[config.mk]
export PLATFORM = sky130hd
export DESIGN_NAME = wb_dbg_bridge
export DESIGN_NICKNAME = d
export VERILOG_FILES = /design/src/rtl/wb_dbg_pkg.sv /design/src/rtl/wb_dbg_bridge.sv
export SDC_FILE = /design/constraint.sdc
export NUM_CORES = 1
export LEC_CHECK = 0
export CORE_MARGIN = 3
export CORE_UTILIZATION = 55
export CTS_CLUSTER_SIZE = 14
export DETAILED_ROUTE_END_ITERATION = 8
export PLACE_DENSITY = 0.95
export SYNTH_ARGS = -nofsm -noshare
export SYNTH_HDL_FRONTEND = slang
export SYNTH_SLANG_ARGS = --single-unit
[constraint.sdc]
create_clock -name wb_clk_i -period 8.6 [get_ports wb_clk_i]
set_input_delay 0.86 -clock wb_clk_i [delete_from_list [all_inputs] [get_ports wb_clk_i]]
set_output_delay 0.86 -clock wb_clk_i [all_outputs]
set_load 0.005 [all_outputs]
[src/rtl/wb_dbg_pkg.sv]
// Shared definitions for the byte-stream driven Wishbone debug master:
// controller states, host command opcodes and response codes.
package wb_dbg_pkg;

    typedef enum logic [2:0] {
        ST_IDLE,
        ST_ADDR,
        ST_DATA,
        ST_BUS,
        ST_RESP
    } state_t;

    // Command opcodes sent by the host ('W' and 'R')
    localparam logic [7:0] CMD_WR = 8'h57;
    localparam logic [7:0] CMD_RD = 8'h52;

    // First response byte returned to the host
    localparam logic [7:0] RSP_OK     = 8'hA5;
    localparam logic [7:0] RSP_BERR   = 8'hE1;
    localparam logic [7:0] RSP_TOUT   = 8'hE2;
    localparam logic [7:0] RSP_BADCMD = 8'h3F;

    // True for the two opcodes that open a bus frame
    function automatic logic is_cmd(input logic [7:0] b);
        return (b == CMD_WR) || (b == CMD_RD);
    endfunction

endpackage

[src/rtl/wb_dbg_bridge.sv]
// Wishbone debug bridge: decodes host read/write frames from a byte stream,
// runs one pipelined 32-bit Wishbone cycle per frame and streams the status
// (plus read data) back to the host. One transaction in flight at a time.
module wb_dbg_bridge
    import wb_dbg_pkg::*;
#(
    parameter int BUS_TIMEOUT = 1024,
    parameter int RX_TIMEOUT  = 65535
) (
    input  logic        wb_clk_i,
    input  logic        wb_rst_i,

    input  logic [7:0]  rx_data_i,
    input  logic        rx_valid_i,
    output logic        rx_ready_o,

    output logic [7:0]  tx_data_o,
    output logic        tx_valid_o,
    input  logic        tx_ready_i,

    output logic        wbm_cyc_o,
    output logic        wbm_stb_o,
    output logic        wbm_we_o,
    output logic [31:0] wbm_adr_o,
    output logic [31:0] wbm_dat_o,
    output logic [3:0]  wbm_sel_o,
    input  logic [31:0] wbm_dat_i,
    input  logic        wbm_ack_i,
    input  logic        wbm_err_i,
    input  logic        wbm_stall_i
);

    localparam int BT_W = $clog2(BUS_TIMEOUT + 1);
    localparam int RT_W = $clog2(RX_TIMEOUT + 1);

    // Counter values seen on the last allowed cycle before giving up
    localparam logic [BT_W-1:0] BT_LAST = BT_W'(BUS_TIMEOUT - 1);
    localparam logic [RT_W-1:0] RT_LAST = RT_W'(RX_TIMEOUT - 1);

    state_t          state;
    logic            is_write;
    logic [1:0]      byte_cnt;
    logic [RT_W-1:0] rx_timer;
    logic [BT_W-1:0] bus_timer;
    logic [31:0]     resp_sr;
    logic [2:0]      resp_left;
    logic            rx_take;

    // Only full-word transfers are issued
    assign wbm_sel_o = 4'hF;

    // A byte is consumed on the host handshake
    assign rx_take = rx_valid_i && rx_ready_o;

    // Frame decoder, bus sequencer and response serializer in one registered FSM
    always_ff @(posedge wb_clk_i or posedge wb_rst_i) begin
        if (wb_rst_i) begin
            state      <= ST_IDLE;
            is_write   <= 1'b0;
            byte_cnt   <= 2'd0;
            rx_timer   <= '0;
            bus_timer  <= '0;
            resp_sr    <= 32'h0;
            resp_left  <= 3'd0;
            rx_ready_o <= 1'b0;
            tx_data_o  <= 8'h00;
            tx_valid_o <= 1'b0;
            wbm_cyc_o  <= 1'b0;
            wbm_stb_o  <= 1'b0;
            wbm_we_o   <= 1'b0;
            wbm_adr_o  <= 32'h0;
            wbm_dat_o  <= 32'h0;
        end else begin
            case (state)
                ST_IDLE: begin
                    rx_ready_o <= 1'b1;
                    if (rx_take) begin
                        if (is_cmd(rx_data_i)) begin
                            is_write <= (rx_data_i == CMD_WR);
                            byte_cnt <= 2'd0;
                            rx_timer <= '0;
                            state    <= ST_ADDR;
                        end else begin
                            // Unknown opcode: answer immediately, single byte
                            tx_data_o  <= RSP_BADCMD;
                            tx_valid_o <= 1'b1;
                            resp_left  <= 3'd0;
                            rx_ready_o <= 1'b0;
                            state      <= ST_RESP;
                        end
                    end
                end

                ST_ADDR: begin
                    if (rx_take) begin
                        wbm_adr_o <= {rx_data_i, wbm_adr_o[31:8]};
                        rx_timer  <= '0;
                        byte_cnt  <= byte_cnt + 2'd1;
                        if (byte_cnt == 2'd3) begin
                            if (is_write) begin
                                state <= ST_DATA;
                            end else begin
                                // Read frame complete: cycle starts on the next clock
                                wbm_cyc_o  <= 1'b1;
                                wbm_stb_o  <= 1'b1;
                                wbm_we_o   <= 1'b0;
                                bus_timer  <= '0;
                                rx_ready_o <= 1'b0;
                                state      <= ST_BUS;
                            end
                        end
                    end else if (rx_timer == RT_LAST) begin
                        // Host went quiet mid-frame: drop it without answering
                        state <= ST_IDLE;
                    end else begin
                        rx_timer <= rx_timer + 1'b1;
                    end
                end

                ST_DATA: begin
                    if (rx_take) begin
                        wbm_dat_o <= {rx_data_i, wbm_dat_o[31:8]};
                        rx_timer  <= '0;
                        byte_cnt  <= byte_cnt + 2'd1;
                        if (byte_cnt == 2'd3) begin
                            wbm_cyc_o  <= 1'b1;
                            wbm_stb_o  <= 1'b1;
                            wbm_we_o   <= 1'b1;
                            bus_timer  <= '0;
                            rx_ready_o <= 1'b0;
                            state      <= ST_BUS;
                        end
                    end else if (rx_timer == RT_LAST) begin
                        state <= ST_IDLE;
                    end else begin
                        rx_timer <= rx_timer + 1'b1;
                    end
                end

                ST_BUS: begin
                    bus_timer <= bus_timer + 1'b1;
                    if (wbm_stb_o && !wbm_stall_i) begin
                        wbm_stb_o <= 1'b0;
                    end
                    if (wbm_ack_i || wbm_err_i) begin
                        wbm_cyc_o  <= 1'b0;
                        wbm_stb_o  <= 1'b0;
                        wbm_we_o   <= 1'b0;
                        tx_valid_o <= 1'b1;
                        state      <= ST_RESP;
                        if (wbm_err_i) begin
                            // Error takes priority over a simultaneous ack
                            tx_data_o <= RSP_BERR;
                            resp_left <= 3'd0;
                        end else if (wbm_we_o) begin
                            tx_data_o <= RSP_OK;
                            resp_left <= 3'd0;
                        end else begin
                            tx_data_o <= RSP_OK;
                            resp_sr   <= wbm_dat_i;
                            resp_left <= 3'd4;
                        end
                    end else if (bus_timer == BT_LAST) begin
                        // Nobody answered (stalls included): abandon the cycle
                        wbm_cyc_o  <= 1'b0;
                        wbm_stb_o  <= 1'b0;
                        wbm_we_o   <= 1'b0;
                        tx_data_o  <= RSP_TOUT;
                        tx_valid_o <= 1'b1;
                        resp_left  <= 3'd0;
                        state      <= ST_RESP;
                    end
                end

                ST_RESP: begin
                    if (tx_valid_o && tx_ready_i) begin
                        if (resp_left == 3'd0) begin
                            tx_valid_o <= 1'b0;
                            rx_ready_o <= 1'b1;
                            state      <= ST_IDLE;
                        end else begin
                            // Read data goes out least significant byte first
                            tx_data_o <= resp_sr[7:0];
                            resp_sr   <= {8'h00, resp_sr[31:8]};
                            resp_left <= resp_left - 3'd1;
                        end
                    end
                end

                default: begin
                    state <= ST_IDLE;
                end
            endcase
        end
    end

endmodule

==> results of run 1 <==
[kinds of logic after synthesis]
family,Yosys count,share of synthesized area
AO/OA/AOI/OAI,136,0.1287
flip-flops,145,0.5377
adder cells (fa/ha/maj),7,0.01261
AND/OR/NAND/NOR,168,0.1289
buffers and inverters,45,0.03727
other,1,0.0005557
XOR/XNOR,3,0.003895
multiplexers,93,0.1504
[through the flow]
step,instances,instance area [um^2],total power [uW],hold WS [ps]
floorplan,601,6759,1285,441.9
global placement,837,8010,1490,457.3
detailed placement,837,8010,1532,471.5
CTS,869,8612,2288,485.2
global route,869,8612,2395,512.4
finish,869,8612,2287,484.8
[cell usage after synthesis, drive strengths merged, types with 3 or more instances]
master,count
and3,5
o31ai,16
mux2i,26
or3,8
nor3,9
nand2b,3
buf,19
nand3,17
o22ai,3
inv,10
ha,6
or2,3
mux2,67
a31oi,4
nand4,10
or4,7
dfrtp,145
a21o,3
a21oi,24
o21ai,69
nand2,63
nor2,29
clkbuf,15
[power breakdown]
group	internal (uW)	switching, uW
Sequential	812	112
Combinational	304	316
Clock	465	277
Total	1580	705
[worst paths after layout]
check,startpoint,endpoint,slack [ps],cells past startpoint
setup reg to reg,state[2]$_DFFE_PP0P_,tx_data_o[6]$_DFFE_PP0P_,5830,5
setup / recovery,rx_data_i[5],tx_data_o[6]$_DFFE_PP0P_,5560,6
hold / removal,resp_sr[0]$_DFFE_PP0P_,resp_sr[0]$_DFFE_PP0P_,480,2
hold reg to reg,resp_sr[0]$_DFFE_PP0P_,resp_sr[0]$_DFFE_PP0P_,480,2
max in group asynchronous,wb_rst_i,rx_timer[15]$_DFFE_PP0P_,6360,3
min in group asynchronous,wb_rst_i,wbm_adr_o[5]$_DFFE_PP0P_,910,2
[metal layers]
metal / up-vias / share of wire / global-route usage
met5: - / 0 / 0
met3: 32 / 0.081 / 0.07979
li1: 2403 / - / -
met1: 2685 / 0.37 / 0.3139
met2: 265 / 0.53 / 0.4608
met4: 0 / 0.022 / 0.09633
[final cells by class]
type                    instances  share of cell area
multi-input cells             411              0.3358
flip-flops and latches        145              0.4213
clock inverters                 8             0.01162
clock buffers                  24             0.05826
well taps                     143             0.02078
repair buffers                128              0.1473
inverters                      10            0.004940
[flip-flops by register name (all words and copies together), names as in the netlist, 2 cells and up]
name,count
byte_cnt,2
tx_data_o,8
wbm_dat_o,32
state,3
resp_left,3
bus_timer,11
rx_timer,16
resp_sr,32
wbm_adr_o,32
[critical path, delay by kind of cell]
kind	cells	cell delay (ps)
compound gates	2	1130
simple gates	2	570
mux	1	330
buf+inv	1	460
==> results.ini, run 1 <==
[synth]
synthFlopType=dfrtp_1
synth-seq-cells=145
synth.distinct_cells=64
yosysTopAreaCell=dfrtp_1
synth_area_leaders=dfrtp_1 54%, mux2_2 11%, o21ai_0 4.6%, mux2i_1 3.9%, nand2_1 3.4%
avgSynthCellArea_um2=11.28
synth_area_um2=6748
syn_inst=598
synth_warnings=0
synth_seq_area_share=0.5377
async_flop_share=1.000
synth_top_area_share=0.5377
synth_edf_count=0

[grt]
gr-total-overflow=0
grt_pass1_wl_mm=27.99
grt_usage=0.2659
grt_max_degree=76
grt_pass1_vias=5536
antenna_found_initial=0

[setup_path]
crit_chain=clkdlybuf4s50_1 -> nand4bb_4 -> o311a_1 -> o32ai_2 -> nor2_1 -> mux2_2
critical_path_class=input pin to flop
max_stage_delay_ps=700
cp_max_fo=15
worst_setup_path_end_kind=flop
cp.required_ps=8910
worstSetupStartpointType=input pin
arrival_ps=3350
critPathSlowestCell=o32ai_2

[sta]
min_period_over_period=0.3534
worst_slew_pin_slew_ps=863.0
post-route-min-period_ps=3039
finalWorstSetupSlack_ps=5561
max_freq_mhz=329.1
rsz0062_at_grt=no
setup_tns_ps=0
fin_skew_ps=10.96
finalSetupViolCount=0
relSlewSlack=0.4247
final-max-slew-violation-count=0
finalHoldViolCount=0

[min_path]
min_path_type=flop to flop

[routing]
viasPerCell=6.197
wl_per_cell_um=19.92
num_vias=5385
drtAntennaViolNets=0
drt_iter0_drc=428
totalWireLength_mm=17.31
drc=0
first_pass_iters=5

[die]
ios=128
die_w_um=116.8
initial_utilization=0.5762
die_h_um=116.8
fp.dieArea_um2=13630
core_area_um2=11710
rows=39

[clock_network]
post_cts_buffers=0
clkLatencyLatePin_ps=430
clk_pin_slew_worst_paths_ps=60
htree_levels=4
clockBufferDepth=2
postCtsHoldBufs=0
ctsResizeCount=0
cts-root-buf=clkbuf_16
cts_sinks=145
cts_tree=built
cts_buffers=17

[final_layout]
layout-drive-gt1-share=0.1791
final_common_cell=dfrtp_1
seq_area_um2=3628
fill_cells=708
final_nets=766
multi_input_comb_area_um2=2892
num_antenna_cells=0
layout_common_cells=145 x dfrtp_1, 123 x clkdlybuf4s50_1, 67 x mux2_2
utilization=0.7354
area_growth_pct=27.63

[placement]
dpl.hpwl_mm=11.20
gp_congestion=0.8784
io_buffer_count=123
dp_slack_ps=5207

[power]
p_leak_uw=0.003840
ir_drop_mv=0.1962
p_per_area_nw_per_um2=265.6

[outcome]
outcome=finished, final reports clean

[flow_run]
maxCapViolCount=0

(Power assumes the default switching activity.)
==> inputs of run 2 (changes only) <==
--- a/config.mk
+++ b/config.mk
@@ -6,10 +6,10 @@
 export NUM_CORES = 1
 export LEC_CHECK = 0
 export CORE_MARGIN = 3
-export CORE_UTILIZATION = 55
+export CORE_UTILIZATION = 52
 export CTS_CLUSTER_SIZE = 14
 export DETAILED_ROUTE_END_ITERATION = 8
-export PLACE_DENSITY = 0.95
+export PLACE_DENSITY = 0.91
 export SYNTH_ARGS = -nofsm -noshare
 export SYNTH_HDL_FRONTEND = slang
 export SYNTH_SLANG_ARGS = --single-unit
==> constraint.sdc (replaced) <==
create_clock -name wb_clk_i -period 3.2 [get_ports wb_clk_i]
set_input_delay 0.32 -clock wb_clk_i [delete_from_list [all_inputs] [get_ports wb_clk_i]]
set_output_delay 0.32 -clock wb_clk_i [all_outputs]
set_load 0.005 [all_outputs]
==> run 2 against run 1 <==
Effect of this change:
- die area rose by 5.5%
- wire length fell by 6.4%
- via count fell by 2.7%
- cell count rose by 3.1%
- register-to-register slack got worse by 5300 ps
- global-route usage fell by 3.0 points
- total power rose to 2.6 times the previous value
- critical path depth did not move
- flip-flop and latch count did not move
- critical path type is now flop to flop
==> results.ini, run 2 (synthesis gave the netlist of run 1 again) <==
[clock_network]
clk_pin_slew_worst_paths_ps=60  ; about the same
clkLatencyLatePin_ps=420  ; about the same
cts_tree=built
htree_levels=4  ; unchanged
cts-root-buf=clkbuf_16
post_cts_buffers=0  ; unchanged
cts_buffers=17  ; unchanged
ctsResizeCount=0  ; unchanged
cts_sinks=145  ; unchanged
clockBufferDepth=2  ; unchanged
postCtsHoldBufs=0  ; unchanged

[die]
initial_utilization=0.5459  ; -0.03033
die_h_um=119.9  ; +2.7%
rows=40  ; +2.6%
core_area_um2=12360  ; +5.6%
ios=128  ; unchanged
fp.dieArea_um2=14380  ; +5.5%
die_w_um=119.9  ; +2.7%

[sta]
finalWorstSetupSlack_ps=579.0  ; -4982 ps
setup_tns_ps=0  ; unchanged
final-max-slew-violation-count=0  ; unchanged
finalHoldViolCount=0  ; unchanged
rsz0062_at_grt=no
finalSetupViolCount=0  ; unchanged
min_period_over_period=0.8191
relSlewSlack=0.4738  ; +0.04916
post-route-min-period_ps=2621
fin_skew_ps=5.211  ; -5.750 ps
worst_slew_pin_slew_ps=787.6  ; -75.40 ps
max_freq_mhz=381.5
hold_ws_ps=400.1  ; -84.73 ps

[grt]
grt_max_degree=49  ; -36%
grt_pass1_vias=5451  ; -1.5%
grt_pass1_wl_mm=26.94  ; -3.7%
antenna_found_initial=0  ; unchanged
gr-total-overflow=0  ; unchanged
grt_usage=0.2361  ; -0.02982

[routing]
totalWireLength_mm=16.21  ; -6.4%
drc=0  ; unchanged
wl_per_cell_um=18.09  ; -9.2%
viasPerCell=5.846  ; -5.7%
drt_iter0_drc=357  ; -17%
num_vias=5238  ; -2.7%
first_pass_iters=5  ; unchanged
drtAntennaViolNets=0  ; unchanged

[placement]
io_buffer_count=123  ; unchanged
gp_congestion=0.8853  ; +0.79%
dp_slack_ps=440.9  ; -4766 ps
dp.cells=866  ; +3.5%
dpl.hpwl_mm=11.24  ; +0.39%

[setup_path]
worst_setup_path_end_kind=flop
arrival_ps=2890  ; -460 ps
critical_path_class=flop to flop
cp_max_fo=48  ; +33
max_stage_delay_ps=710  ; about the same
ff2ff_setup_slack_ps=580  ; -5250 ps
worstReg2RegStart=state[2]$_DFFE_PP0P_
rr_endpoint=resp_sr[6]$_DFFE_PP0P_
critPathSlowestCell=or3b_1
crit_chain=or3b_1 -> nor3_4 -> nor2_2 -> buf_4 -> nand2_1 -> o21ai_0
rr_worst_depth=6  ; +1
cp.required_ps=3470  ; -5440 ps
worstSetupStartpointType=flop

[final_layout]
stdcell_count=896  ; +3.1%
area_growth_pct=27.57  ; about the same
final_common_cell=dfrtp_1
layout_common_cells=145 x dfrtp_1, 123 x clkdlybuf4s50_1, 67 x mux2_2
reg_top3=resp_sr (32), wbm_adr_o (32), wbm_dat_o (32)
utilization=0.6964  ; -0.03901
num_antenna_cells=0  ; unchanged
final_nets=770  ; +0.52%
layout-drive-gt1-share=0.1799  ; +0.0008817
fill_cells=833  ; +18%

[power]
p_leak_uw=0.003809  ; -0.81%
ir_drop_mv=0.4511  ; +130%
p_per_area_nw_per_um2=683.8  ; +160%

[outcome]
outcome=finished, final reports clean

[flow_run]
maxCapViolCount=0  ; unchanged

[min_path]
min_path_type=input pin to async pin

==> run 2: cell count changes in the layout (fill, tap and decap cells not counted), sizes merged <==
cell / before / now
buf: 5 / 9
clkinvlp: 1 / 5
clkbuf: 24 / 21
bufinv: 2 / 0
inv: 11 / 10
==> run 2: layout make-up <==
type / count / area (um^2) / area share
clock buffers: 21 / 450.4 / 0.05233
clock inverters: 9 / 62.56 / 0.007267
inverters: 10 / 41.29 / 0.004797
multi-input cells: 411 / 2892 / 0.3359
flip-flops and latches: 145 / 3628 / 0.4215
well taps: 168 / 210.2 / 0.02442
repair buffers: 132 / 1324 / 0.1538
==> run 2: metal layers <==
| layer | track usage | vias to the layer above | routed length [um] |
|---|---|---|---|
| li1 | - | 2411 | - |
| met1 | 0.2856 | 2601 | 6333 |
| met2 | 0.3962 | 202 | 8473 |
| met3 | 0.06692 | 24 | 1131 |
| met4 | 0.1002 | 0 | 267 |
| met5 | 0 | - | 0 |
==> run 2: report_power, final <==
part	internal, uW	switching, uW
Clock	1000	754
Sequential	2180	293
Combinational	839	818
==> run 2: worst max-delay path by stage <==
stage / from / endpoint / slack [ps] / depth (start not counted)
floorplan: wb_rst_i / bus_timer[0]$_DFFE_PP0P_ / 1060 / 1
global placement: rx_data_i[5] / rx_timer[15]$_DFFE_PP0P_ / 560 / 6
detailed placement: rx_data_i[5] / rx_timer[15]$_DFFE_PP0P_ / 440 / 6
CTS: state[2]$_DFFE_PP0P_ / resp_sr[6]$_DFFE_PP0P_ / 580 / 5
global route: state[2]$_DFFE_PP0P_ / resp_sr[8]$_DFFE_PP0P_ / 380 / 6
finish: state[2]$_DFFE_PP0P_ / resp_sr[6]$_DFFE_PP0P_ / 580 / 6
==> run 2: worst max-delay path, delay by kind of cell, from the launching register on <==
kind / cells / cell delay, ps
AO/OA/AOI/OAI: 1 / 100
flip-flops: 1 / 690
AND/OR/NAND/NOR: 4 / 1400
buffers and inverters: 1 / 260
==> run 2: per-stage QoR <==
step	area, um^2	power (uW)
final	8608	5887
after detailed placement	8095	4149
after global routing	8608	6192
after CTS	8608	5901
after global placement	8095	4042
after floorplan	6763	3455
